===== config.mk =====
export PLATFORM = sky130hd
export DESIGN_NAME = lcd_hd44780_ctrl_flat
export DESIGN_NICKNAME = d
export VERILOG_FILES = /design/src/rtl/lcd_hd44780_ctrl_if.sv /design/src/rtl/lcd_hd44780_ctrl.sv /design/src/flat_wrapper.sv
export SDC_FILE = /design/constraint.sdc
export NUM_CORES = 1
export LEC_CHECK = 0
export BUFFER_PORTS_ARGS = -buffer_cell sky130_fd_sc_hd__buf_2
export CORE_UTILIZATION = 30
export CTS_BUF_LIST = sky130_fd_sc_hd__clkbuf_8
export CTS_CLUSTER_SIZE = 16
export DETAILED_ROUTE_END_ITERATION = 8
export PLACE_DENSITY_LB_ADDON = 0.25
export SYNTH_ARGS = -nofsm -noshare
export SYNTH_HDL_FRONTEND = slang
export SYNTH_SLANG_ARGS = --single-unit

===== constraint.sdc =====
create_clock -name clk -period 2.65 [get_ports clk]
set_input_delay 0.53 -clock clk [delete_from_list [all_inputs] [get_ports clk]]
set_output_delay 0.53 -clock clk [all_outputs]
set_load 0.1 [all_outputs]

===== src/rtl/lcd_hd44780_ctrl_if.sv =====
// rtl/lcd_hd44780_ctrl_if.sv - host-side byte write request bundle for the HD44780 sequencer
interface lcd_hd44780_ctrl_if;
    logic       wr;
    logic       rs_in;
    logic       nib;
    logic [7:0] data_in;
    logic       busy;
    logic       drop;

    modport master (
        output wr,
        output rs_in,
        output nib,
        output data_in,
        input  busy,
        input  drop
    );

    modport slave (
        input  wr,
        input  rs_in,
        input  nib,
        input  data_in,
        output busy,
        output drop
    );
endinterface


===== src/rtl/lcd_hd44780_ctrl.sv =====
// rtl/lcd_hd44780_ctrl.sv - 4-bit HD44780 LCD write sequencer with E strobe timing and execution wait
module lcd_hd44780_ctrl #(
    parameter int T_AS       = 2,
    parameter int T_PW       = 8,
    parameter int T_H        = 2,
    parameter int EXEC_SHORT = 1100,
    parameter int EXEC_LONG  = 45000
) (
    input  logic               clk,
    input  logic               rst,
    lcd_hd44780_ctrl_if.slave  host,
    output logic               lcd_e,
    output logic               lcd_rw,
    output logic               lcd_rs,
    output logic [3:0]         lcd_db
);

    // Counter reload values: each phase loads (length - 1) and ends when the counter reads 0.
    localparam logic [15:0] AS_M1    = 16'(T_AS - 1);
    localparam logic [15:0] PW_M1    = 16'(T_PW - 1);
    localparam logic [15:0] H_M1     = 16'(T_H - 1);
    localparam logic [15:0] SHORT_M1 = 16'(EXEC_SHORT - 1);
    localparam logic [15:0] LONG_M1  = 16'(EXEC_LONG - 1);

    typedef enum logic [2:0] {
        IDLE, SET_HI, PUL_HI, HLD_HI, SET_LO, PUL_LO, HLD_LO, WAIT
    } state_t;

    state_t      state_q, state_d;
    logic [15:0] cnt_q, cnt_d;
    logic [3:0]  lo_q, lo_d;       // low nibble kept until the second half of the byte
    logic        nib_q, nib_d;
    logic        long_q, long_d;   // clear/home needs the long execution wait
    logic        rs_q, rs_d;
    logic [3:0]  db_q, db_d;
    logic        e_q, e_d;
    logic        busy_q, busy_d;
    logic        drop_q, drop_d;
    logic        last;

    assign last      = (cnt_q == 16'd0);
    assign host.busy = busy_q;
    assign host.drop = drop_q;
    assign lcd_e     = e_q;
    assign lcd_rw    = 1'b0;
    assign lcd_rs    = rs_q;
    assign lcd_db    = db_q;

    // State register and registered pin outputs; reset wins over any pending request.
    always_ff @(posedge clk) begin
        if (rst) begin
            state_q <= IDLE;
            cnt_q   <= 16'd0;
            lo_q    <= 4'd0;
            nib_q   <= 1'b0;
            long_q  <= 1'b0;
            rs_q    <= 1'b0;
            db_q    <= 4'd0;
            e_q     <= 1'b0;
            busy_q  <= 1'b0;
            drop_q  <= 1'b0;
        end else begin
            state_q <= state_d;
            cnt_q   <= cnt_d;
            lo_q    <= lo_d;
            nib_q   <= nib_d;
            long_q  <= long_d;
            rs_q    <= rs_d;
            db_q    <= db_d;
            e_q     <= e_d;
            busy_q  <= busy_d;
            drop_q  <= drop_d;
        end
    end

    // Phase sequencing: accept in IDLE, walk the nibble phases, then wait out execution time.
    always_comb begin
        state_d = state_q;
        cnt_d   = cnt_q;
        lo_d    = lo_q;
        nib_d   = nib_q;
        long_d  = long_q;
        rs_d    = rs_q;
        db_d    = db_q;
        drop_d  = host.wr && (state_q != IDLE);

        case (state_q)
            IDLE: begin
                if (host.wr) begin
                    lo_d    = host.data_in[3:0];
                    nib_d   = host.nib;
                    long_d  = !host.rs_in && !host.nib &&
                              (host.data_in >= 8'h01) && (host.data_in <= 8'h03);
                    rs_d    = host.rs_in;
                    db_d    = host.data_in[7:4];
                    cnt_d   = AS_M1;
                    state_d = SET_HI;
                end
            end
            SET_HI: begin
                if (last) begin
                    state_d = PUL_HI;
                    cnt_d   = PW_M1;
                end else begin
                    cnt_d = cnt_q - 16'd1;
                end
            end
            PUL_HI: begin
                if (last) begin
                    state_d = HLD_HI;
                    cnt_d   = H_M1;
                end else begin
                    cnt_d = cnt_q - 16'd1;
                end
            end
            HLD_HI: begin
                if (last) begin
                    if (nib_q) begin
                        state_d = WAIT;
                        cnt_d   = SHORT_M1;
                    end else begin
                        state_d = SET_LO;
                        cnt_d   = AS_M1;
                        db_d    = lo_q;
                    end
                end else begin
                    cnt_d = cnt_q - 16'd1;
                end
            end
            SET_LO: begin
                if (last) begin
                    state_d = PUL_LO;
                    cnt_d   = PW_M1;
                end else begin
                    cnt_d = cnt_q - 16'd1;
                end
            end
            PUL_LO: begin
                if (last) begin
                    state_d = HLD_LO;
                    cnt_d   = H_M1;
                end else begin
                    cnt_d = cnt_q - 16'd1;
                end
            end
            HLD_LO: begin
                if (last) begin
                    state_d = WAIT;
                    cnt_d   = long_q ? LONG_M1 : SHORT_M1;
                end else begin
                    cnt_d = cnt_q - 16'd1;
                end
            end
            WAIT: begin
                if (last) begin
                    state_d = IDLE;
                end else begin
                    cnt_d = cnt_q - 16'd1;
                end
            end
            default: begin
                state_d = IDLE;
                cnt_d   = 16'd0;
            end
        endcase

        e_d    = (state_d == PUL_HI) || (state_d == PUL_LO);
        busy_d = (state_d != IDLE);
    end

endmodule


===== src/flat_wrapper.sv =====
// flat-port wrapper written by rule: the top's interface ports become plain ports
module lcd_hd44780_ctrl_flat 
#(
    parameter int T_AS       = 2,
    parameter int T_PW       = 8,
    parameter int T_H        = 2,
    parameter int EXEC_SHORT = 1100,
    parameter int EXEC_LONG  = 45000
)
  (clk, rst, lcd_e, lcd_rw, lcd_rs, lcd_db, host_wr, host_rs_in, host_nib, host_data_in, host_busy, host_drop);
  lcd_hd44780_ctrl_if host_i ();
  input  logic clk;
  input  logic rst;
  output logic lcd_e;
  output logic lcd_rw;
  output logic lcd_rs;
  output logic [3:0] lcd_db;
  input wire logic [$bits(host_i.wr)-1:0] host_wr;
  input wire logic [$bits(host_i.rs_in)-1:0] host_rs_in;
  input wire logic [$bits(host_i.nib)-1:0] host_nib;
  input wire logic [$bits(host_i.data_in)-1:0] host_data_in;
  output wire logic [$bits(host_i.busy)-1:0] host_busy;
  output wire logic [$bits(host_i.drop)-1:0] host_drop;
  assign host_i.wr = host_wr;
  assign host_i.rs_in = host_rs_in;
  assign host_i.nib = host_nib;
  assign host_i.data_in = host_data_in;
  assign host_busy = host_i.busy;
  assign host_drop = host_i.drop;
  lcd_hd44780_ctrl #(.T_AS(T_AS), .T_PW(T_PW), .T_H(T_H), .EXEC_SHORT(EXEC_SHORT), .EXEC_LONG(EXEC_LONG)) u_core (.clk(clk), .rst(rst), .host(host_i), .lcd_e(lcd_e), .lcd_rw(lcd_rw), .lcd_rs(lcd_rs), .lcd_db(lcd_db));
endmodule

==> impl_results.md <==
* Startpoint types: flop
* Dpl cells at 320
* Layout cells sized above 1 at about 19%
* I/O pins at 22
* #FFs+latches synth at 33
* Initial DRC Count at around 150
* Commonest non-fill, non-tap cells in the layout: dfxtp_1 (33), nand2_1 (30), nor2_1 (29)
* Fin crit share at between 80% and 90%
* CTS tree: built
* Die X at 80.5 um
* Htree depth at 2
* GR Overflow Total at 0
* First-pass GRT wire length at 7770 um
* Peak supply drop at around 0.4 mV
* CTS root buf: clkbuf_8
* Most common cell after layout, fill and taps aside: dfxtp_1
* Yosys warning count at 0
* Post-Syn Area at around 1800 um^2
* Global Route Usage Sum at around 16%
* Cts hold-fix bufs at 0
* # rows at 28
* Worst-path cell chain: inv_1 > ha_1 > nor4b_1 > nand4_2 > o22ai_2 > or4_1 > a221o_2 > a21oi_1
* Status: finished clean
* Remaining DRCs at 0
* Sequential element share of the synthesized area at 35.7%
* Pin count of the biggest net entering global routing at 23
* Clock buffer depth at 2
* Sequential cell area at between 600 and 700 um^2
* Minimum clock period at between 2000 and 2500 ps
* Clock Latency Late Sink at about 290 ps
* Die area at between 6000 and 7000 um^2
* Nets at approximately 270
* Input/output buffers at 20
* Top FF cell, synth: dfxtp_1
* CP Capture Type: flop
* Post-DP Area at 1970 um^2
* Critical Path AT at 2560 ps
* Pwr Density at approximately 1300 nW/um^2
* CP bufs+invs at 1
* Ys async rst share at 0%
* DRT antenna net count at 0
* Drt first pass iters at 5
* DR WL/cell at between 10 and 15 um
* Max-slew violations at 0
* Worst Path Required at around 2900 ps
* Via count at about 1.7k
* Util after Layout at about a third
* Power Total at between 2 and 3 mW
* Vias in the first global route at approximately 1.6k
* HPWL Detailed at approximately 3100 um
* DRT Wirelength at 4490 um
* Yosys cell types at 52
* Initial Utilization at approximately 31%
* Filler cells at between 600 and 700
* Max-Cap Viols at 0
* CTS clk-pin slew, worst paths at 70 ps
* # Post-CTS Setup Buffers at 0
* Clock Skew at 5.74 ps
* Initial antenna violation count at 0
* Global placer's final weighted congestion at 0.875
* Number of synthesized flops with an enable pin at 0
* Area of the multi-input gates at approximately 1000 um^2
* CTS Buf Count at 5
* Vias per Instance at between 5 and 6
* Highest clock rate at about 430 MHz
* Post-route cell area at 2090 um^2
* Cell class contributing the biggest share of worst-path delay: simple AND/OR/NAND/NOR gates
* Fin. Hold Viols at 0
* Clock sink count at 33
* P_leak at 0.828 nW
* Height of the die at about 81 um
* Post-CTS resize count at 0
* Unrepaired setup endpoints after global routing: no
* CP max stage delay at between 500 and 600 ps
* Setup-failing EPs final at 0
* Final cell count without fillers at between 300 and 400
* Total negative slack at 0 ps
* Ant. Diodes at 0
* Setup CP Type: reg -> reg
* Syn Inst Count at around 230
* Mean post-synth cell area at around 8.0 um^2
* Area growth syn-to-layout at 12.9%
* Syn_nets at between 200 and 250
* Crit-path max FO at 10
* CORE AREA at 5920 um^2
* Hold WC Path Type: reg -> reg
* CP max-delay cell: or4_1
path summary, 6_finish.rpt:
kind                                 from                      endpoint  slack (ps)  cells after the start
min           u_core.lo_q[1]$_SDFFE_PP0P_   u_core.lo_q[1]$_SDFFE_PP0P_         450                      2
max reg2reg  u_core.cnt_q[0]$_SDFFE_PP0P_  u_core.cnt_q[5]$_SDFFE_PP0P_         310                      8
max          u_core.cnt_q[0]$_SDFFE_PP0P_  u_core.cnt_q[5]$_SDFFE_PP0P_         310                      8
min reg2reg   u_core.lo_q[1]$_SDFFE_PP0P_   u_core.lo_q[1]$_SDFFE_PP0P_         450                      2
worst register-to-register path, cell delays in order, from the launching register on:
cell and delay (ps):
dfxtp_1 350, inv_1 80, ha_1 230, nor4b_1 170, nand4_2 230, o22ai_2 220, or4_1 510, a221o_2 340
a21oi_1 140
Yosys cell counts (2+ instances only):
library cell  number  share of area [%]
a211oi_1           4                1.6
and3_1             2               0.68
nand3b_1           3                1.2
clkbuf_8           5                3.7
or4_1              2               0.81
or2_2              2               0.68
nor3b_1            3                1.2
nor3_1             6                1.6
o2111ai_1          2               0.95
dfxtp_1           33                 36
nand2_1           30                6.1
buf_4              2               0.81
or3_1              3                1.0
nor2_1            29                5.9
mux2i_1            4                2.2
o21ai_0           18                4.9
clkbuf_1           5                1.0
nor4_1             7                2.4
a21oi_2            2               0.95
a21oi_1           22                6.0
a22oi_1            4                1.6
nand3_1            6                1.6
inv_1              5                1.0
xor2_1             3                1.4
a31oi_1            2               0.68
a221o_2            2                1.2
where the power goes:
group / internal [mW] / switching, mW
clock network: 0.281 / 0.204
registers: 0.612 / 0.0966
logic: 0.537 / 1.06
total: 1.43 / 1.36
state kept, by name (all words and copies together), names as in the netlist:
register          flops
u_core.host.busy      1
u_core.lo_q           4
u_core.nib_q          1
u_core.lcd_rs         1
u_core.host.drop      1
u_core.lcd_e          1
u_core.cnt_q         16
u_core.lcd_db         4
u_core.state_q        3
u_core.long_q         1
area by class of cell:
cell class	instances	area share [%]
multi-input combinational	180	50.1
sequential	33	31.6
timing repair buffer	27	7.31
tap	75	4.49
clock buffer	5	3.30
clock inverter	3	2.22
inverter	5	0.899
metrics by stage:
step	hold slack (ps)	setup WS, ps
6_report	454	312
5_1_grt	479	75.6
4_1_cts	459	326
3_5_place_dp	448	341
3_3_place_gp	441	376
2_1_floorplan	433	528
metal layers:
metal / wire, um / up-vias / share of wire [%] / GRT usage (%)
li1: - / 879 / - / -
met1: 2250 / 809 / 50 / 21.0
met2: 1980 / 31 / 44 / 24.2
met3: 178 / 6 / 4.0 / 3.07
met4: 78 / 0 / 1.7 / 6.07
met5: 0 / - / 0 / 0
logic make-up (layout without fill, tap and decap cells):
group	after synthesis	in the layout	share of synthesized area, %
simple gates	106	106	30.1
buf+inv	19	40	7.65
other cells	1	1	0.203
flops	33	33	35.7
fa+ha+maj	1	1	0.676
mux	4	4	2.17
xor+xnor	3	3	1.42
compound gates	65	65	22.1
Power figures use the tool's default switching activity.
